<file path="config.mk">
export PLATFORM = sky130hd
export DESIGN_NAME = quad_enc_mc
export DESIGN_NICKNAME = d
export VERILOG_FILES = /design/src/rtl/quad_enc_mc.sv
export SDC_FILE = /design/constraint.sdc
export NUM_CORES = 1
export LEC_CHECK = 0
export CORE_MARGIN = 2
export CORE_UTILIZATION = 45
export DETAILED_ROUTE_END_ITERATION = 8
export SYNTH_ARGS = -nofsm -noshare
export SYNTH_HDL_FRONTEND = slang
export SYNTH_SLANG_ARGS = --single-unit
</file>
<file path="constraint.sdc">
create_clock -name clk -period 8.5 [get_ports clk]
set_input_delay 0.85 -clock clk [delete_from_list [all_inputs] [get_ports clk]]
set_output_delay 0.85 -clock clk [all_outputs]
set_load 0.02 [all_outputs]
</file>
<file path="src/rtl/quad_enc_mc.sv">
// quad_enc_mc: multi-channel debounced quadrature decoder with step pulses and position counters
// Ports: clk; rst_n async active-low; key_a/key_b raw encoder pins; clr per-channel clear of pos/err;
//        l_pulse/r_pulse one-cycle step pulses; pos packed signed counters (CNT_W each); err sticky illegal-jump flag
module quad_enc_mc #(
    parameter int CH        = 2,
    parameter int CLK_HZ    = 12_000_000,
    parameter int SAMPLE_US = 250,
    parameter int DEB_N     = 3,
    parameter int CNT_W     = 16,
    parameter int MODE      = 2,
    parameter int WRAP      = 1
) (
    input  logic                  clk,
    input  logic                  rst_n,
    input  logic [CH-1:0]         key_a,
    input  logic [CH-1:0]         key_b,
    input  logic [CH-1:0]         clr,
    output logic [CH-1:0]         l_pulse,
    output logic [CH-1:0]         r_pulse,
    output logic [CH*CNT_W-1:0]   pos,
    output logic [CH-1:0]         err
);
    localparam int DIV = CLK_HZ / 1_000_000 * SAMPLE_US;
    localparam int DW  = $clog2(DIV);
    localparam logic [CNT_W-1:0] P_MAX = {1'b0, {(CNT_W-1){1'b1}}};
    localparam logic [CNT_W-1:0] P_MIN = {1'b1, {(CNT_W-1){1'b0}}};
    typedef enum logic {INIT, RUN} state_t;
    logic [DW-1:0] div_q, div_d;
    logic          tick;
    always_comb begin
        tick  = div_q == DW'(DIV - 1);
        div_d = tick ? '0 : div_q + DW'(1);
    end
    always_ff @(posedge clk or negedge rst_n) begin
        if (!rst_n) div_q <= '0;
        else        div_q <= div_d;
    end
    for (genvar i = 0; i < CH; i++) begin : g_ch
        state_t           state_q, state_d;
        logic [1:0]       s1_q, s2_q, cand_q, cand_d, filt_q, filt_d, stable, chg;
        logic [1:0][3:0]  run_q, run_d;
        logic [CNT_W-1:0] pos_q, pos_d;
        logic             l_q, l_d, r_q, r_d, err_q, err_d, legal, par, r4;
        // pin bit 1 is A, bit 0 is B throughout
        always_comb begin
            state_d = state_q;
            cand_d  = cand_q;
            run_d   = run_q;
            filt_d  = filt_q;
            stable  = 2'b00;
            if (tick) begin
                for (int p = 0; p < 2; p++) begin
                    cand_d[p] = s2_q[p];
                    run_d[p]  = s2_q[p] != cand_q[p] ? 4'd1 : run_q[p] == 4'd15 ? run_q[p] : run_q[p] + 4'd1;
                    stable[p] = run_d[p] >= 4'(DEB_N);
                end
                // INIT adopts the settled pin state silently once both pins are stable
                if (state_q == INIT) begin
                    if (&stable) begin
                        filt_d  = cand_d;
                        state_d = RUN;
                    end
                end else begin
                    for (int p = 0; p < 2; p++)
                        if (stable[p]) filt_d[p] = cand_d[p];
                end
            end
            chg   = state_q == RUN ? filt_d ^ filt_q : 2'b00;
            legal = chg == 2'b10 || chg == 2'b01;
            par   = filt_d[1] ^ filt_d[0];
            // right when A moves to A!=B or B moves to A==B
            r4    = legal && (chg[1] ? par : !par);
            r_d   = MODE == 1 ? legal && filt_q == 2'b00 && filt_d == 2'b10
                  : MODE == 2 ? legal && chg[1] && par : r4;
            l_d   = MODE == 1 ? legal && filt_q == 2'b01 && filt_d == 2'b11
                  : MODE == 2 ? legal && chg[1] && !par : legal && !r4;
            pos_d = r_d && (WRAP != 0 || pos_q != P_MAX) ? pos_q + CNT_W'(1)
                  : l_d && (WRAP != 0 || pos_q != P_MIN) ? pos_q - CNT_W'(1) : pos_q;
            err_d = err_q || chg == 2'b11;
            if (clr[i]) begin
                pos_d = '0;
                err_d = 1'b0;
            end
        end
        always_ff @(posedge clk or negedge rst_n) begin
            if (!rst_n) begin
                state_q <= INIT;
                s1_q    <= '0;
                s2_q    <= '0;
                cand_q  <= '0;
                run_q   <= '0;
                filt_q  <= '0;
                pos_q   <= '0;
                l_q     <= 1'b0;
                r_q     <= 1'b0;
                err_q   <= 1'b0;
            end else begin
                state_q <= state_d;
                s1_q    <= {key_a[i], key_b[i]};
                s2_q    <= s1_q;
                cand_q  <= cand_d;
                run_q   <= run_d;
                filt_q  <= filt_d;
                pos_q   <= pos_d;
                l_q     <= l_d;
                r_q     <= r_d;
                err_q   <= err_d;
            end
        end
        assign l_pulse[i]               = l_q;
        assign r_pulse[i]               = r_q;
        assign err[i]                   = err_q;
        assign pos[i*CNT_W +: CNT_W]    = pos_q;
    end
endmodule
</file>
==> summary.md <==
| Metric | Value |
|---|---|
| Status | finished, final reports clean |
| R2R setup slack | 3.39 ns |
| Synthesis-to-finish area growth | 16.16% |
| Routed Antenna Nets | 0 |
| Setup violations, final | 0 |
| Worst-case reg-to-reg path depth | 16 |
| Hold Crit Endpoint | g_ch[0].s2_q[1] |
| WP buf/inv | 0 |
| Register area | around 0.0021 mm2 |
| Vias | 4126 |
| Worst skew pair latency | 0.34 ns |
| Initial DRC count | between 150 and 200 |
| RSZ-0062 raised after global routing | no |
| Dpl hpwl | 7321 um |
| Initial antenna violation count | 0 |
| # rows | 39 |
| Nets | 645 |
| Final min period | 5.110 ns |
| Syn nets | between 600 and 700 |
| Count of final max-slew check failures | 0 |
| FFs w/ async S/R, synth | 100.0% |
| Grt total ovfl | 0 |
| Max H-tree Level | 3 |
| Layout cells sized above 1 | between 5 and 6% |
| RR Endpoint | g_ch[1].pos_q[15] |
| Synthesized area | 0.005220 mm2 |
| Total clock sinks | 84 |
| Hold Startpoint | g_ch[0].s1_q[1] |
| Total CTS buffers | 9 |
| Multi-input gate area | 0.002983 mm2 |
| Placement Setup Slack | 3.385 ns |
| Number of enable flip-flop cells after synthesis | 0 |
| Area contributors post-synth | dfrtp_1, ha_1, a21oi_1, nand2_1, nor2_1 |
| Diode count | 0 |
| Vias in the first global route | 3973 |
| Yosys top cell area share | slightly above 40% |
| Initial Util | between 40% and 50% |
| YS warnings | 0 |
| Total core area | 0.01137 mm2 |
| Relative slew margins | 31.17% |
| DIE WIDTH | around 110 um |
| Gpl congestion | around 0.80 |
| # IOs | 46 |
| Worst-path fanout max | 18 |
| Achievable frequency | 0.1957 GHz |
| Sequential area share after synthesis | between 40% and 50% |
| Total GRT Usage | 18.15% |
| Per-cell routed wire length | 14.43 um |
| Period utilisation layout | between 60% and 70% |
| Cell family with most CP delay | compound AO/OA/AOI/OAI gates |
| FF+latch count, synth | 84 |
| Slew @ Worst Pin | between 1 and 1.5 ns |
| FILL cells | 1039 |
| CP max-delay cell | or2b_1 |
| Die area | about 0.012 mm2 |
| Setup WS post-layout | 3.390 ns |
| Worst path cell trace | ha_1 > and2b_2 > a2111oi_4 > nor2_1 > o211ai_2 > mux2i_1 > xnor2_2 > or2b_1 > ha_1 > a21o_1 > a2111o_1 > a211oi_1 > o31ai_1 > nor2b_1 > mux2i_1 > mux2_1 |
| Critical path class | reg -> reg |
| Syn_area_per_cell | roughly 9.3 um2 |
| Setup TNS | 0 ns |
| DRT Pass-1 Iters | 4 |
| CTS clk-pin slew, worst paths | 0.06 ns |
| IO buf count | 45 |
| Nature of the critical path startpoint | flip-flop |
| Cell with the most instances after synthesis | dfrtp_1 |
| Synth Instances | 559 |
| Main flop type after synthesis | dfrtp_1 |
| Worst Setup End Kind | flip-flop |
| Drt total wl | 10770 um |
| Clock skew | 0.004691 ns |
| DRC | 0 |
| Hold-fix buffers, CTS | 0 |
| Clock Path Buffers | 2 |
| P_leak | 2.839 nW |
| Commonest cells post-synth | dfrtp_1, nand2_1, a21oi_1, nor2_1, ha_1 |
| Worst path required time | between 8 and 9 ns |
| HP Class | reg -> reg |
| First-pass GRT wire length | roughly 19000 um |
| Synth cell types | 68 |
| Final Hold Vio Count | 0 |
| Hold path cells | 0 |
| CTS tree | built |
| Largest net degree at the start of global routing | 56 |
| Reg-to-Reg Start | g_ch[1].run_q[0] |
| # resized after CTS | 0 |
| Max incr delay on CP | 0.52 ns |
| DIE HEIGHT | 111.7 um |
| Root Driver | clkbuf_16 |
| Max VDD drop | approximately 0.12 mV |
| Pwr dens | 134.1 mW/mm2 |
| Post-CTS Setup Bufs | 0 |
| MaxCap Viol Count | 0 |
| Yosys top cell by area | dfrtp_1 |
| Worst EP arrival | roughly 5.3 ns |
| Vias/cell | 5.531 |
through the flow:
stage               util (%)  power (W)  cells  hold slack [ns]  area, um2
floorplan                  -  0.0004170    559           0.3312       5220
global placement       50.76  0.0004311    730           0.3317       5772
detailed placement     50.76  0.0004313    730           0.3347       5772
CTS                    53.33  0.0008286    746           0.3496       6063
global route           53.33  0.0008488    746           0.3674       6063
finish                 53.33  0.0008128    746           0.3487       6063
worst max path at each step:
stage                     startpoint                end  slack [ns]  cells past startpoint
floorplan           g_ch[1].run_q[0]  g_ch[1].pos_q[15]        3.95                     16
global placement    g_ch[1].run_q[0]  g_ch[1].pos_q[15]        3.44                     16
detailed placement  g_ch[1].run_q[0]  g_ch[1].pos_q[15]        3.39                     16
CTS                 g_ch[1].run_q[0]  g_ch[1].pos_q[15]        3.35                     16
global route        g_ch[1].run_q[0]  g_ch[1].pos_q[15]        2.99                     16
finish              g_ch[1].run_q[0]  g_ch[1].pos_q[15]        3.39                     16
worst register-to-register path: cells and delay by family (launching register included):
kind | cells | cell delay [ns]
simple gates | 4 | 1.06
mux | 3 | 0.88
compound gates | 6 | 1.64
xor+xnor | 1 | 0.19
fa+ha+maj | 2 | 0.78
flops | 1 | 0.44
report_power, final:
group | internal [W] | switching [W] | total, W
Combinational | 0.00000522 | 0.0000141 | 0.0000193
Clock | 0.000227 | 0.000163 | 0.000390
Sequential | 0.000402 | 0.00000182 | 0.000403
cells by family after synthesis:
logic type                 share of synthesized area (%)
buffers and inverters                              2.708
DFF                                                40.27
xor gates and xnor gates                           6.855
muxes                                              2.061
AOI/OAI and AO/OA                                  18.12
adders and majority gates                          9.636
and+or+nand+nor                                    20.35
cell usage in the layout (no fill, tap or decap), drive strengths merged, types with 6 or more instances in the layout:
| cell type | count |
|---|---|
| a21o | 11 |
| dfrtp | 84 |
| clkdlybuf4s50 | 44 |
| inv | 11 |
| a21oi | 50 |
| a211oi | 6 |
| nor2 | 50 |
| mux2i | 7 |
| clkbuf | 9 |
| nor2b | 15 |
| o21ai | 23 |
| xnor2 | 20 |
| nand4 | 9 |
| xor2 | 20 |
| ha | 37 |
| nand3 | 17 |
| nand2 | 66 |
| nor3 | 17 |
routing by layer:
metal  track usage [%]  share of wire (%)  vias up
li1                  -                  -     2089
met1             24.61                 49     1968
met2             29.45                 47       60
met3             3.157                3.0        9
met4             6.420                1.4        0
met5                 0                  0        -
cell type report:
type                       instances  area share, %
clock buffer                       9          3.714
clock inverter                     7          1.094
inverter                          10         0.6191
multi-input combinational        445          49.20
sequential                        84          34.67
tap                              143          2.951
timing repair buffer              48          7.759
flip-flops by register name, summed over array words and instances, names as in the netlist:
register / flops
g_ch.r_q: 2
g_ch.filt_q: 4
div_q: 12
g_ch.s1_q: 4
g_ch.pos_q: 32
g_ch.s2_q: 4
g_ch.run_q: 16
g_ch.err_q: 2
g_ch.state_q: 2
g_ch.cand_q: 4
g_ch.l_q: 2
Note: power is estimated with default switching activity, not from simulation.
==> RTL change (same flow settings) <==
The parameter `WRAP` goes from 1 to 0.
--- a/src/rtl/quad_enc_mc.sv
+++ b/src/rtl/quad_enc_mc.sv
@@ -8,7 +8,7 @@
     parameter int DEB_N     = 3,
     parameter int CNT_W     = 16,
     parameter int MODE      = 2,
-    parameter int WRAP      = 1
+    parameter int WRAP      = 0
 ) (
     input  logic                  clk,
     input  logic                  rst_n,
Check against the original RTL: no difference found for any inputs over 10 cycles, from zero or initial values and one cycle with rst_n low; that may be too few to reach the edited logic, so the function may still have changed.
==> RTL change against the unedited design <==
  * Die area grew 5.4%
  * Final area grew 4.8%
  * Via count grew 0.97%
  * Clock skew grew 0.0035 ns
  * First-iteration DRC count grew 39%
  * Wire length grew 3.6%
  * Sequential share of layout area shrank 1.6 points
  * Non-clock buffer count shrank 1
  * Sequential cell count is the same
  * Area after synthesis grew 5.7%
  * Worst setup slack lost 0.65 ns
  * Maximum frequency shrank 11%
Power is not compared: it rests on default switching activity, and its combinational part moved more than twofold at a synthesized area within 25%.
==> RTL change: results (changes against the unedited design) <==
- Sequential share of cell area: 33.09% (-1.6 points)
- Synth Net Count: 590 (-2.6%)
- DRT iter0 DRCs: 237 (+39%)
- Routed wire length: 11160 um (+3.6%)
- Status: finished, final reports clean
- XOR/XNOR Fraction of Synth Area: 7.418% (+0.56 points)
- M3 GR Usage: 3.812% (+0.65 points)
- Vias per std cell: 5.668 (+2.5%)
- Slowest stage delay, CP: 0.54 ns (+0.02 ns)
- Layout net count: 630 (-2.3%)
- RR Startpoint: div_q[0]$_DFF_PN0_
- Dpl cells: 719 (-1.5%)
- CP arrival: 5.96 ns (+0.63 ns)
- Synth area leaders: dfrtp_1, ha_1, mux2_4
- Post-synthesis compound-gate area fraction: 16.52% (-1.6 points)
- Post-Synth Adder-Cell Area: 9.120% (-0.52 points)
- Filler cells: 1105 (+6.4%)
- Sequential fraction of the synthesis area: 38.11% (-2.2 points)
- Multi-input gates: 425 (-4.5%)
- Gp weighted congestion: 0.8484 (+6.2%)
- GRT met1 Usage: 25.33% (+0.71 points)
- Slew HR: 31.16% (about the same)
- Buffering overhead: 7.288% (-0.47 points)
- Fraction of area in multi-input gates: 51.01% (+1.8 points)
- R2R cell count: 20 (+4)
- Buffers outside the clock class: 47 (-2.1%)
- CP max FO: 33 (+15)
- WL met2: 5013 um (-0.40%)
- Mux share of post-synthesis cell area: 7.554% (+5.5 points)
- DP Worst Slack: 2.713 ns (-0.6721 ns)
- Cell area after placement: 6050 um^2 (+4.8%)
- Post-DP HPWL: 7851 um (+7.2%)
- Routed length on met1: 5570 um (+6.0%)
- Clkbuf count: 10 (+1)
- Top Registers: g_ch.pos_q (32), g_ch.run_q (16), div_q (12)
- Slowest-stage cell, CP: a2111oi_0
- Synth cell count leaders: dfrtp_1, nor2_1, a21oi_1
- Area fraction of the dominant cell type after synthesis: 38.11% (-2.2 points)
- First-pass GRT wire length: 19170 um (+2.0%)
- Vias: 4166 (+0.97%)
- All-Layer GR Usage: 18.20% (+0.048 points)
- Mapped Avg Cell Area: 10.16 um^2 (+8.8%)
- M2 GR Usage: 28.01% (-1.4 points)
- Post-Route Skew: 0.008231 ns (+0.003541 ns)
- Tot Pwr: 1.863 mW
- Hold_ws: 0.3486 ns (-0.0001180 ns)
- Largest net degree at the start of global routing: 64 (+14%)
- Inverters: 16 (+6)
- Clk tree area frac: 4.767% (-0.041 points)
- Number of global-route vias before repair: 3992 (+0.48%)
- WL met3: 372 um (+15%)
[RTL change: worst max-delay path by stage]
| stage | startpoint | endpoint | slack, ns | cells past startpoint |
|---|---|---|---|---|
| 2_1_floorplan | g_ch[1].run_q[0]$_DFFE_PN0N_ | g_ch[1].pos_q[15]$_DFFE_PN0P_ | 3.72 | 19 |
| 3_3_place_gp | div_q[0]$_DFF_PN0_ | g_ch[1].pos_q[14]$_DFFE_PN0P_ | 2.88 | 20 |
| 3_5_place_dp | div_q[0]$_DFF_PN0_ | g_ch[1].pos_q[15]$_DFFE_PN0P_ | 2.71 | 20 |
| 4_1_cts | div_q[0]$_DFF_PN0_ | g_ch[1].pos_q[15]$_DFFE_PN0P_ | 2.67 | 20 |
| 5_1_grt | div_q[0]$_DFF_PN0_ | g_ch[0].pos_q[15]$_DFFE_PN0P_ | 2.13 | 19 |
| 6_report | div_q[0]$_DFF_PN0_ | g_ch[1].pos_q[15]$_DFFE_PN0P_ | 2.74 | 20 |
